File: src/rtl/sfc_pkg.sv
// sfc_pkg: shared definitions for the sample frame controller.
//   - sfc_state_e : controller state encoding (3-bit)
//   - ERR_*       : err_code values reported on the err_code port
//   - SFC_*       : default frame geometry
package sfc_pkg;

    typedef enum logic [2:0] {
        S_IDLE    = 3'd0,
        S_REQ     = 3'd1,
        S_CAPTURE = 3'd2,
        S_RELEASE = 3'd3,
        S_READY   = 3'd4
    } sfc_state_e;

    localparam logic [1:0] ERR_NONE    = 2'd0;
    localparam logic [1:0] ERR_TIMEOUT = 2'd1;
    localparam logic [1:0] ERR_OVF     = 2'd2;
    localparam logic [1:0] ERR_SHORT   = 2'd3;

    localparam int unsigned SFC_WORDSIZE   = 16;
    localparam int unsigned SFC_NUMSAMPLES = 32;

endpackage

File: src/rtl/sfc_watchdog.sv
// sfc_watchdog: counts consecutive idle cycles while a frame is loading.
// Ports:
//   clk       in  clock
//   rst_n     in  synchronous active-low reset
//   clr_i     in  zero the count (source delivered data, or not loading)
//   en_i      in  this cycle is an idle loading cycle
//   expired_o out high during the TIMEOUT-th consecutive idle cycle
module sfc_watchdog #(
    parameter int unsigned TIMEOUT = 64
) (
    input  logic clk,
    input  logic rst_n,
    input  logic clr_i,
    input  logic en_i,
    output logic expired_o
);

    localparam int unsigned CW = $clog2(TIMEOUT + 1);

    logic [CW-1:0] cnt_q;

    always_ff @(posedge clk) begin
        if (!rst_n || clr_i) begin
            cnt_q <= '0;
        end else if (en_i && (cnt_q != CW'(TIMEOUT))) begin
            cnt_q <= cnt_q + CW'(1);
        end
    end

    // Flags the cycle whose edge would bring the count to TIMEOUT, so the
    // controller leaves on exactly the TIMEOUT-th idle cycle.
    assign expired_o = en_i && (cnt_q == CW'(TIMEOUT - 1));

endmodule

File: src/rtl/sample_frame_ctrl.sv
// sample_frame_ctrl: loads one frame from a 4-word-per-cycle sample source
// into the frame buffer, then hands it to the compute stage.
// Ports:
//   clk, rst_n                  clock, synchronous active-low reset
//   start, abort                load request / cancel
//   src_s                       start level to the sample source
//   src_valid, src_done         source group strobe / end-of-frame level
//   src_data0..3                group words, data0 = lowest sample index
//   buf_we, buf_gaddr, buf_wdata  frame buffer write port (1-cycle latency)
//   frame_ready, frame_ack      hand-off handshake to the consumer
//   busy                        high in every state except IDLE
//   error, err_code             sticky fault flag and cause
module sample_frame_ctrl
    import sfc_pkg::*;
#(
    parameter int unsigned WORDSIZE   = SFC_WORDSIZE,
    parameter int unsigned NUMSAMPLES = SFC_NUMSAMPLES,
    parameter int unsigned NUMGROUPS  = NUMSAMPLES / 4,
    parameter int unsigned GADDRW     = 3,
    parameter int unsigned TIMEOUT    = 64
) (
    input  logic                    clk,
    input  logic                    rst_n,
    input  logic                    start,
    input  logic                    abort,
    output logic                    src_s,
    input  logic                    src_valid,
    input  logic                    src_done,
    input  logic [WORDSIZE-1:0]     src_data0,
    input  logic [WORDSIZE-1:0]     src_data1,
    input  logic [WORDSIZE-1:0]     src_data2,
    input  logic [WORDSIZE-1:0]     src_data3,
    output logic                    buf_we,
    output logic [GADDRW-1:0]       buf_gaddr,
    output logic [4*WORDSIZE-1:0]   buf_wdata,
    output logic                    frame_ready,
    input  logic                    frame_ack,
    output logic                    busy,
    output logic                    error,
    output logic [1:0]              err_code
);

    localparam int unsigned GCW = GADDRW + 1;
    localparam logic [GCW-1:0] GCNT_FULL = GCW'(NUMGROUPS);

    sfc_state_e            state_q;
    logic                  src_s_q;
    logic                  buf_we_q;
    logic [GADDRW-1:0]     buf_gaddr_q;
    logic [4*WORDSIZE-1:0] buf_wdata_q;
    logic                  frame_ready_q;
    logic                  busy_q;
    logic                  error_q;
    logic [1:0]            err_code_q;
    logic                  aborted_q;
    logic [GCW-1:0]        gcnt_q;

    logic                  loading;
    logic [GCW-1:0]        gcnt_d;
    logic                  wd_expired;

    assign loading = (state_q == S_REQ) || (state_q == S_CAPTURE);

    // Count after this cycle's valid; src_done is judged against it so a
    // final group arriving alongside done still completes the frame.
    always_comb begin
        gcnt_d = gcnt_q;
        if (src_valid && (gcnt_q != GCNT_FULL)) begin
            gcnt_d = gcnt_q + GCW'(1);
        end
    end

    sfc_watchdog #(
        .TIMEOUT (TIMEOUT)
    ) u_watchdog (
        .clk       (clk),
        .rst_n     (rst_n),
        .clr_i     (!loading || src_valid),
        .en_i      (loading && !src_valid),
        .expired_o (wd_expired)
    );

    always_ff @(posedge clk) begin
        if (!rst_n) begin
            state_q       <= S_IDLE;
            src_s_q       <= 1'b0;
            buf_we_q      <= 1'b0;
            buf_gaddr_q   <= '0;
            buf_wdata_q   <= '0;
            frame_ready_q <= 1'b0;
            busy_q        <= 1'b0;
            error_q       <= 1'b0;
            err_code_q    <= ERR_NONE;
            aborted_q     <= 1'b0;
            gcnt_q        <= '0;
        end else begin
            buf_we_q <= 1'b0;
            case (state_q)
                S_IDLE: begin
                    if (start) begin
                        state_q    <= S_REQ;
                        src_s_q    <= 1'b1;
                        busy_q     <= 1'b1;
                        error_q    <= 1'b0;
                        err_code_q <= ERR_NONE;
                        aborted_q  <= 1'b0;
                        gcnt_q     <= '0;
                    end
                end

                // REQ differs from CAPTURE only in that the first valid
                // group moves the state on; both capture identically.
                S_REQ, S_CAPTURE: begin
                    if (abort) begin
                        state_q   <= S_RELEASE;
                        src_s_q   <= 1'b0;
                        aborted_q <= 1'b1;
                    end else if (src_valid && (gcnt_q == GCNT_FULL)) begin
                        state_q    <= S_RELEASE;
                        src_s_q    <= 1'b0;
                        error_q    <= 1'b1;
                        err_code_q <= ERR_OVF;
                    end else begin
                        if (src_valid) begin
                            state_q     <= S_CAPTURE;
                            buf_we_q    <= 1'b1;
                            buf_gaddr_q <= gcnt_q[GADDRW-1:0];
                            buf_wdata_q <= {src_data3, src_data2, src_data1, src_data0};
                            gcnt_q      <= gcnt_d;
                        end
                        if (src_done) begin
                            state_q <= S_RELEASE;
                            src_s_q <= 1'b0;
                            if (gcnt_d != GCNT_FULL) begin
                                error_q    <= 1'b1;
                                err_code_q <= ERR_SHORT;
                            end
                        end else if (wd_expired) begin
                            state_q    <= S_RELEASE;
                            src_s_q    <= 1'b0;
                            error_q    <= 1'b1;
                            err_code_q <= ERR_TIMEOUT;
                        end
                    end
                end

                S_RELEASE: begin
                    if (!src_done) begin
                        if (!error_q && !aborted_q) begin
                            state_q       <= S_READY;
                            frame_ready_q <= 1'b1;
                        end else begin
                            state_q <= S_IDLE;
                            busy_q  <= 1'b0;
                        end
                    end
                end

                S_READY: begin
                    if (frame_ack) begin
                        state_q       <= S_IDLE;
                        frame_ready_q <= 1'b0;
                        busy_q        <= 1'b0;
                    end
                end

                default: begin
                    state_q <= S_IDLE;
                    busy_q  <= 1'b0;
                end
            endcase
        end
    end

    assign src_s       = src_s_q;
    assign buf_we      = buf_we_q;
    assign buf_gaddr   = buf_gaddr_q;
    assign buf_wdata   = buf_wdata_q;
    assign frame_ready = frame_ready_q;
    assign busy        = busy_q;
    assign error       = error_q;
    assign err_code    = err_code_q;

endmodule

File: config.mk
export PLATFORM = sky130hd
export DESIGN_NAME = sample_frame_ctrl
export DESIGN_NICKNAME = d
export VERILOG_FILES = /design/src/rtl/sfc_pkg.sv /design/src/rtl/sfc_watchdog.sv /design/src/rtl/sample_frame_ctrl.sv
export SDC_FILE = /design/constraint.sdc
export NUM_CORES = 1
export LEC_CHECK = 0
export BUFFER_PORTS_ARGS = -buffer_cell sky130_fd_sc_hd__buf_2
export CORE_MARGIN = 8
export CORE_UTILIZATION = 50
export CTS_BUF_LIST = sky130_fd_sc_hd__clkbuf_16
export DETAILED_ROUTE_END_ITERATION = 10
export PLACE_DENSITY_LB_ADDON = 0.3
export SLEW_MARGIN = 20
export SYNTH_ARGS = -nofsm -noshare
export SYNTH_HDL_FRONTEND = slang
export SYNTH_SLANG_ARGS = --single-unit
File: constraint.sdc
create_clock -name clk -period 3 [get_ports clk]
set_clock_uncertainty 0.05 [all_clocks]
set_input_delay 0.15 -clock clk [delete_from_list [all_inputs] [get_ports clk]]
set_output_delay 0.15 -clock clk [all_outputs]
set_load 0.01 [all_outputs]
Yosys cells after proc, flatten, opt, wreduce, memory -nomap -nowiden:

Cells that the tools add are included.

* register bits: 89
* word-level logic and storage cells: 113

* add/sub/neg operators: 2
* eq/ne operators: 22
* multiplexer cells: 46
* bitwise gates (word level): 4
* reductions and logical operators: 27

Operator list (number)
* 3-bit two-way mux: 9
* 4-bit two-way mux: 5
* 1-bit two-way mux: 18
* 2-bit != test (second input constant): 9
* 5-bit AND reduction: 3
* 2-bit two-way mux: 6
* 4-bit != test (second input constant): 3
* 3-bit one-hot mux with 4 select lines: 1
* 4-bit AND reduction: 3
* 1-bit one-hot mux with 2 select lines: 4
* 4-bit one-hot mux with 2 select lines: 1
* 7-bit by 1-bit adder with 7-bit output (second input constant): 1
* 7-bit by 6-bit equality test with 1-bit output (second input constant): 1
* 7-bit != test (second input constant): 1
* 3-bit by 2-bit equality test with 1-bit output (second input constant): 2
* 1-bit logical AND: 6
* 6-bit by 5-bit != test with 1-bit output (second input constant): 1
* 3-bit AND reduction: 2
* 1-bit logical NOT: 5
* 5-bit by 4-bit != test with 1-bit output (second input constant): 1
* 4-bit by 1-bit adder with 4-bit output (second input constant): 1
* 4-bit equality test (second input constant): 1
* 4-bit by 3-bit != test with 1-bit output (second input constant): 1
* 1-bit inverter: 4
* 9 further kinds: 12

Logic depth before layout (Yosys ltp):

* word-level depth: 9
* depth in mapped cells: 10
* depth with buffers taken out: 7

Hierarchy:

From an unflattened synthesis, not the netlist that was laid out.

* cell total of the unflattened synthesis: 446
* area, all modules: 3722.3 um^2

By module, submodules not included
* sample_frame_ctrl: times used 1, cells an instance 406, area an instance 3359.5 um^2, sequential area each 1641.6 um^2
* sfc_watchdog: times used 1, cells an instance 40, area an instance 362.8 um^2, sequential area each 140.1 um^2

Least setup slack after synthesis:

No wires, ideal clock.

* kind: register to register
* start point: register gcnt_q[0]
* end point: register buf_wdata_q[10], in the netlist buf_wdata[10]
* setup time: 0.070 ns
* arrival time: 1.656 ns
* required time: 2.880 ns
* setup slack: 1.223 ns
* stages on the path, launching flop included: 11
* period minus slack after synthesis: 1.777 ns
* cells stage by stage: dfxtp_1 inv_1 ha_1 nand2_1 o21ai_2 nand2b_1 buf_2 buf_4 buf_2 nand2_1 a21oi_1

* longest elaborated chain between the ends: 4

RTL lines
* from (decl): line sample_frame_ctrl.sv:56 `logic [GCW-1:0] gcnt_q;`
* from (signal assigned): line sample_frame_ctrl.sv:129 `gcnt_q <= gcnt_d;`
* 4-bit equality test: line sample_frame_ctrl.sv:118 `end else if (src_valid && (gcnt_q == GCNT_FULL)) begin`
* 1-bit logical AND: line sample_frame_ctrl.sv:118
* 1-bit inverter (no line)
* 4-bit AND reduction (no line)
* to (signal assigned): line sample_frame_ctrl.sv:128 `buf_wdata_q <= {src_data3, src_data2, src_data1, src_data0};`
* to (decl): line sample_frame_ctrl.sv:50 `logic [4*WORDSIZE-1:0] buf_wdata_q;`

No other way between the ends.
A chain may end at the register's enable or synchronous reset.

Final worst setup path:

* start point: register state_q[0]
* end point: register buf_wdata_q[35], in the netlist buf_wdata[35]

* longest elaborated chain between the ends: 3
* elaborated cells between the ends (all ways): 4

RTL lines
* from (decl): line sample_frame_ctrl.sv:46 `sfc_state_e state_q;`
* from (signal assigned): line sample_frame_ctrl.sv:85 `state_q <= S_IDLE;`
* from (signal assigned): line sample_frame_ctrl.sv:101 `state_q <= S_REQ;`
* from (signal assigned): line sample_frame_ctrl.sv:115 `state_q <= S_RELEASE;`
* 3-bit by 1-bit equality test with 1-bit output or 3-bit by 2-bit equality test with 1-bit output (tied branches): line sample_frame_ctrl.sv:98 `case (state_q)`
* 2-bit OR reduction (*): line sample_frame_ctrl.sv:98
* 4-bit AND reduction (no line) (*)

Mark *: on every way between the ends. The rest lies on a longest branch, timed or not.

==> results by group <==
Outcome
  – Status: completed

Synthesis
  – Synthesized area: about 3500 um^2
  – Main synth FF type: dfxtp_1
  – Register bit count reported by yosys: a little under 90
  – Library cells used by synthesis: between 40 and 50
  – Post-synth EDFFs: 0
  – Sequential area share after synthesis: between 50% and 60%
  – Avg Inst Size Synth: 8.002 um^2
  – Yosys warns: 0
  – Synth top area share: 51.19%
  – Largest area contributor in the netlist: dfxtp_1
  – Share of synthesized registers carrying an async set or reset: 0%
  – Mapped Nets: 510
  – Mapped Cells: around 440
  – Synth top area cells: dfxtp_1, nand2_1, a21oi_1

Setup path
  – CP startpoint kind: register
  – Reg-to-reg slack, setup: 0.66 ns
  – Max stage delay on crit path: roughly 0.58 ns
  – Worst setup path startpoint: state_q[0]
  – Worst Path Arrival: roughly 2.5 ns
  – Crit Reg-Reg Startpoint: state_q[0]
  – Largest delay share family, worst path: simple AND/OR/NAND/NOR gates
  – CP max-delay cell: nor3_4
  – Worst EP required: 3.20 ns
  – Setup CP Type: reg2reg
  – WP buf/inv: 1
  – Max FO, Critical Path: 55
  – Crit-path cells: xnor2_1 > or2_1 > nor3_4 > buf_12 > nand2_1 > a21oi_1
  – CP Capture Type: register

Detailed routing
  – Initial detailed-routing violation count: 211
  – WL per Instance: 14.70 um
  – Pre-antenna DRT Iters: 5
  – Routed vias/inst: 5.199
  – Drc violations: 0
  – DRT Wirelength: about 10 mm
  – Total number of vias: roughly 3500
  – Post-route ant nets: 0

CTS
  – Clock root cell: clkbuf_16
  – Clock buffer depth: 2
  – Total setup buffers inserted after CTS: 0
  – CTS tree: built
  – CTS sink count: 89
  – Cts hold-fix bufs: 29
  – TritonCTS Buffers: 9
  – Clock-pin transition on the worst setup and hold timing paths: around 0.07 ns
  – Clk_lat worst skew: ~0.34 ns
  – H-Tree Depth: 3
  – Post-CTS sizing: 0

Timing
  – Worst Tran Pin Value: about 0.67 ns
  – Final-report hold violation count: 0
  – Setup violators final: 0
  – Max-slew violation count: 0
  – Tmin final: around 2.3 ns
  – Final hold slack: roughly 0.0047 ns
  – Unrepaired setup endpoints after global routing: false
  – Slew margin rel.: between 50% and 60%
  – Sum Neg Setup Slack: 0 ns
  – Fmax: roughly 0.43 GHz
  – Tcrit/Tclk final: roughly 80%

GRT
  – Vias in the first global route: about 3400
  – Layer with the highest usage: met2
  – GRT Total Usage: between 15 and 20%
  – Gr ovfl total: 0
  – Met2 Use GR: about a third
  – Antenna violations before repair: 0
  – Met3 Resource Use GR: under 10%
  – Pin count of the biggest net entering global routing: 56
  – M1 GR Usage: a little over a fifth
  – First-pass GRT wire length: 15.98 mm

Power and ir drop
  – Sw Ratio: about a third
  – Comb pwr share: approximately 26%
  – NetSw: 1.088 mW
  – P_leak: ~2.1 nW
  – Clock power share: between 30 and 40%
  – Pwr dens: between 700 and 800 nW/um^2
  – Cell-internal power: about 2.3 mW
  – Max VDD drop: between 400 and 500 uV
  – Sequential fraction of design power: a little over two fifths
  – Total power: between 3 and 4 mW

Flow run
  – Maxcap violations: 0

Placement
  – DP HPWL: a little under 7 mm
  – Placed Cells: roughly 630
  – Number of port buffers: ~140
  – RePlAce Congestion: about 0.8

Finish
  – Ratio of cells with drive above 1 in the final layout: around 28%
  – Multi-input logic area: 1554 um^2
  – Utilization after layout: approximately 71%
  – Area grow syn2layout: 38.21%
  – Fill cell count: roughly 530
  – Nets: between 600 and 700
  – FF+latch area: between 1500 and 2000 um^2
  – Finished Layout Cells: between 600 and 700

Worst hold path
  – Hold crit path type: in2reg
  – Critical hold path startpoint: src_data0[12]

Floorplan
  – Initial Utilization: approximately 52%
  – Die Ht: 99.44 um
  – Die Area: 9887 um^2
  – Die width: ~99 um
  – # IOs: roughly 150
  – Core Footprint: just under 7000 um^2
  – Row cnt: 30
[state kept, by name, summed over array words and instances, names as in the netlist]
name and cells:
state_q 3, busy 1, buf_gaddr 3, src_s 1
u_watchdog.cnt_q 7, gcnt_q 4, aborted_q 1, error 1
frame_ready 1, buf_we 1, err_code 2, buf_wdata 64
[cell type report]
class | count | area share [%]
flip-flops and latches | 89 | 37.04
multi-input cells | 312 | 32.30
repair buffers | 176 | 22.00
diodes | 1 | 0.05202
well taps | 80 | 2.081
clock inverters | 7 | 1.456
inverters | 5 | 0.3901
clock buffers | 9 | 4.681
[cell usage after synthesis (3+ instances only)]
cell      number
nand3_1        7
xnor2_1        3
nor3_1         5
o21ai_0        5
dfxtp_1       89
mux2i_1        4
buf_2          7
clkbuf_1      19
a21boi_0       3
nand2b_1       3
o21a_1         4
a21oi_1       73
inv_1          5
nand2_1      145
nor2_1        20
xor2_1         3
or3_1          4
buf_4          3
ha_1           4
[cells in the final DEF, fill, tap and decap left out, drive strengths merged, types with 4 or more instances in the layout]
cell / netlist / layout
clkbuf: 19 / 9
nand3: 7 / 7
inv: 5 / 7
dfxtp: 89 / 89
o21ai: 6 / 6
nor2: 20 / 20
nor3: 6 / 6
a21oi: 73 / 73
nand2: 145 / 145
ha: 4 / 4
dlygate4sd3: 0 / 29
buf: 10 / 147
mux2i: 4 / 4
o21a: 4 / 4
or3: 4 / 4
[worst reg2reg max path, cell delays in order (launching register included)]
cell,delay [ns]
dfxtp_1,0.57
xnor2_1,0.15
or2_1,0.30
nor3_4,0.58
buf_12,0.32
nand2_1,0.13
a21oi_1,0.15
[path summary, 6_finish.rpt]
path,endpoint,cells past startpoint
min reg2reg,buf_wdata[0],2
max reg2reg,buf_wdata[35],6
max,buf_wdata[35],6
min,buf_wdata[12],3
[power by group through the flow]
| stage | Clock, mW | Sequential (mW) | Combinational [mW] |
|---|---|---|---|
| 3_3_place_gp | 0 | 1.46 | 0.827 |
| 5_1_grt | 1.16 | 1.47 | 0.977 |
| 4_1_cts | 1.12 | 1.45 | 0.882 |
| 2_1_floorplan | 0 | 1.50 | 0.516 |
| 6_report | 1.10 | 1.45 | 0.877 |
| 3_5_place_dp | 0 | 1.47 | 0.847 |
[cells by family after synthesis]
| family | synth area share (%) |
|---|---|
| simple gates | 24.37 |
| compound gates | 15.78 |
| flops | 51.19 |
| buf+inv | 4.242 |
| xor+xnor | 1.510 |
| mux | 1.474 |
| fa+ha+maj | 1.438 |
[metrics by stage]
step	worst slack (ns)	area (um^2)
after global placement	0.7960	4223
after global routing	0.4797	4808
after CTS	0.6922	4808
after floorplan	1.223	3481
after detailed placement	0.7131	4223
final	0.6639	4811
[layer usage]
layer,routed length (um),share of wire (%),up-vias
li1,-,-,1767
met1,4014,40,1612
met2,4973,50,127
met3,695,7.0,24
met4,297,3.0,0
met5,0,0,-
No activity file was read; power rests on OpenSTA's default activity.
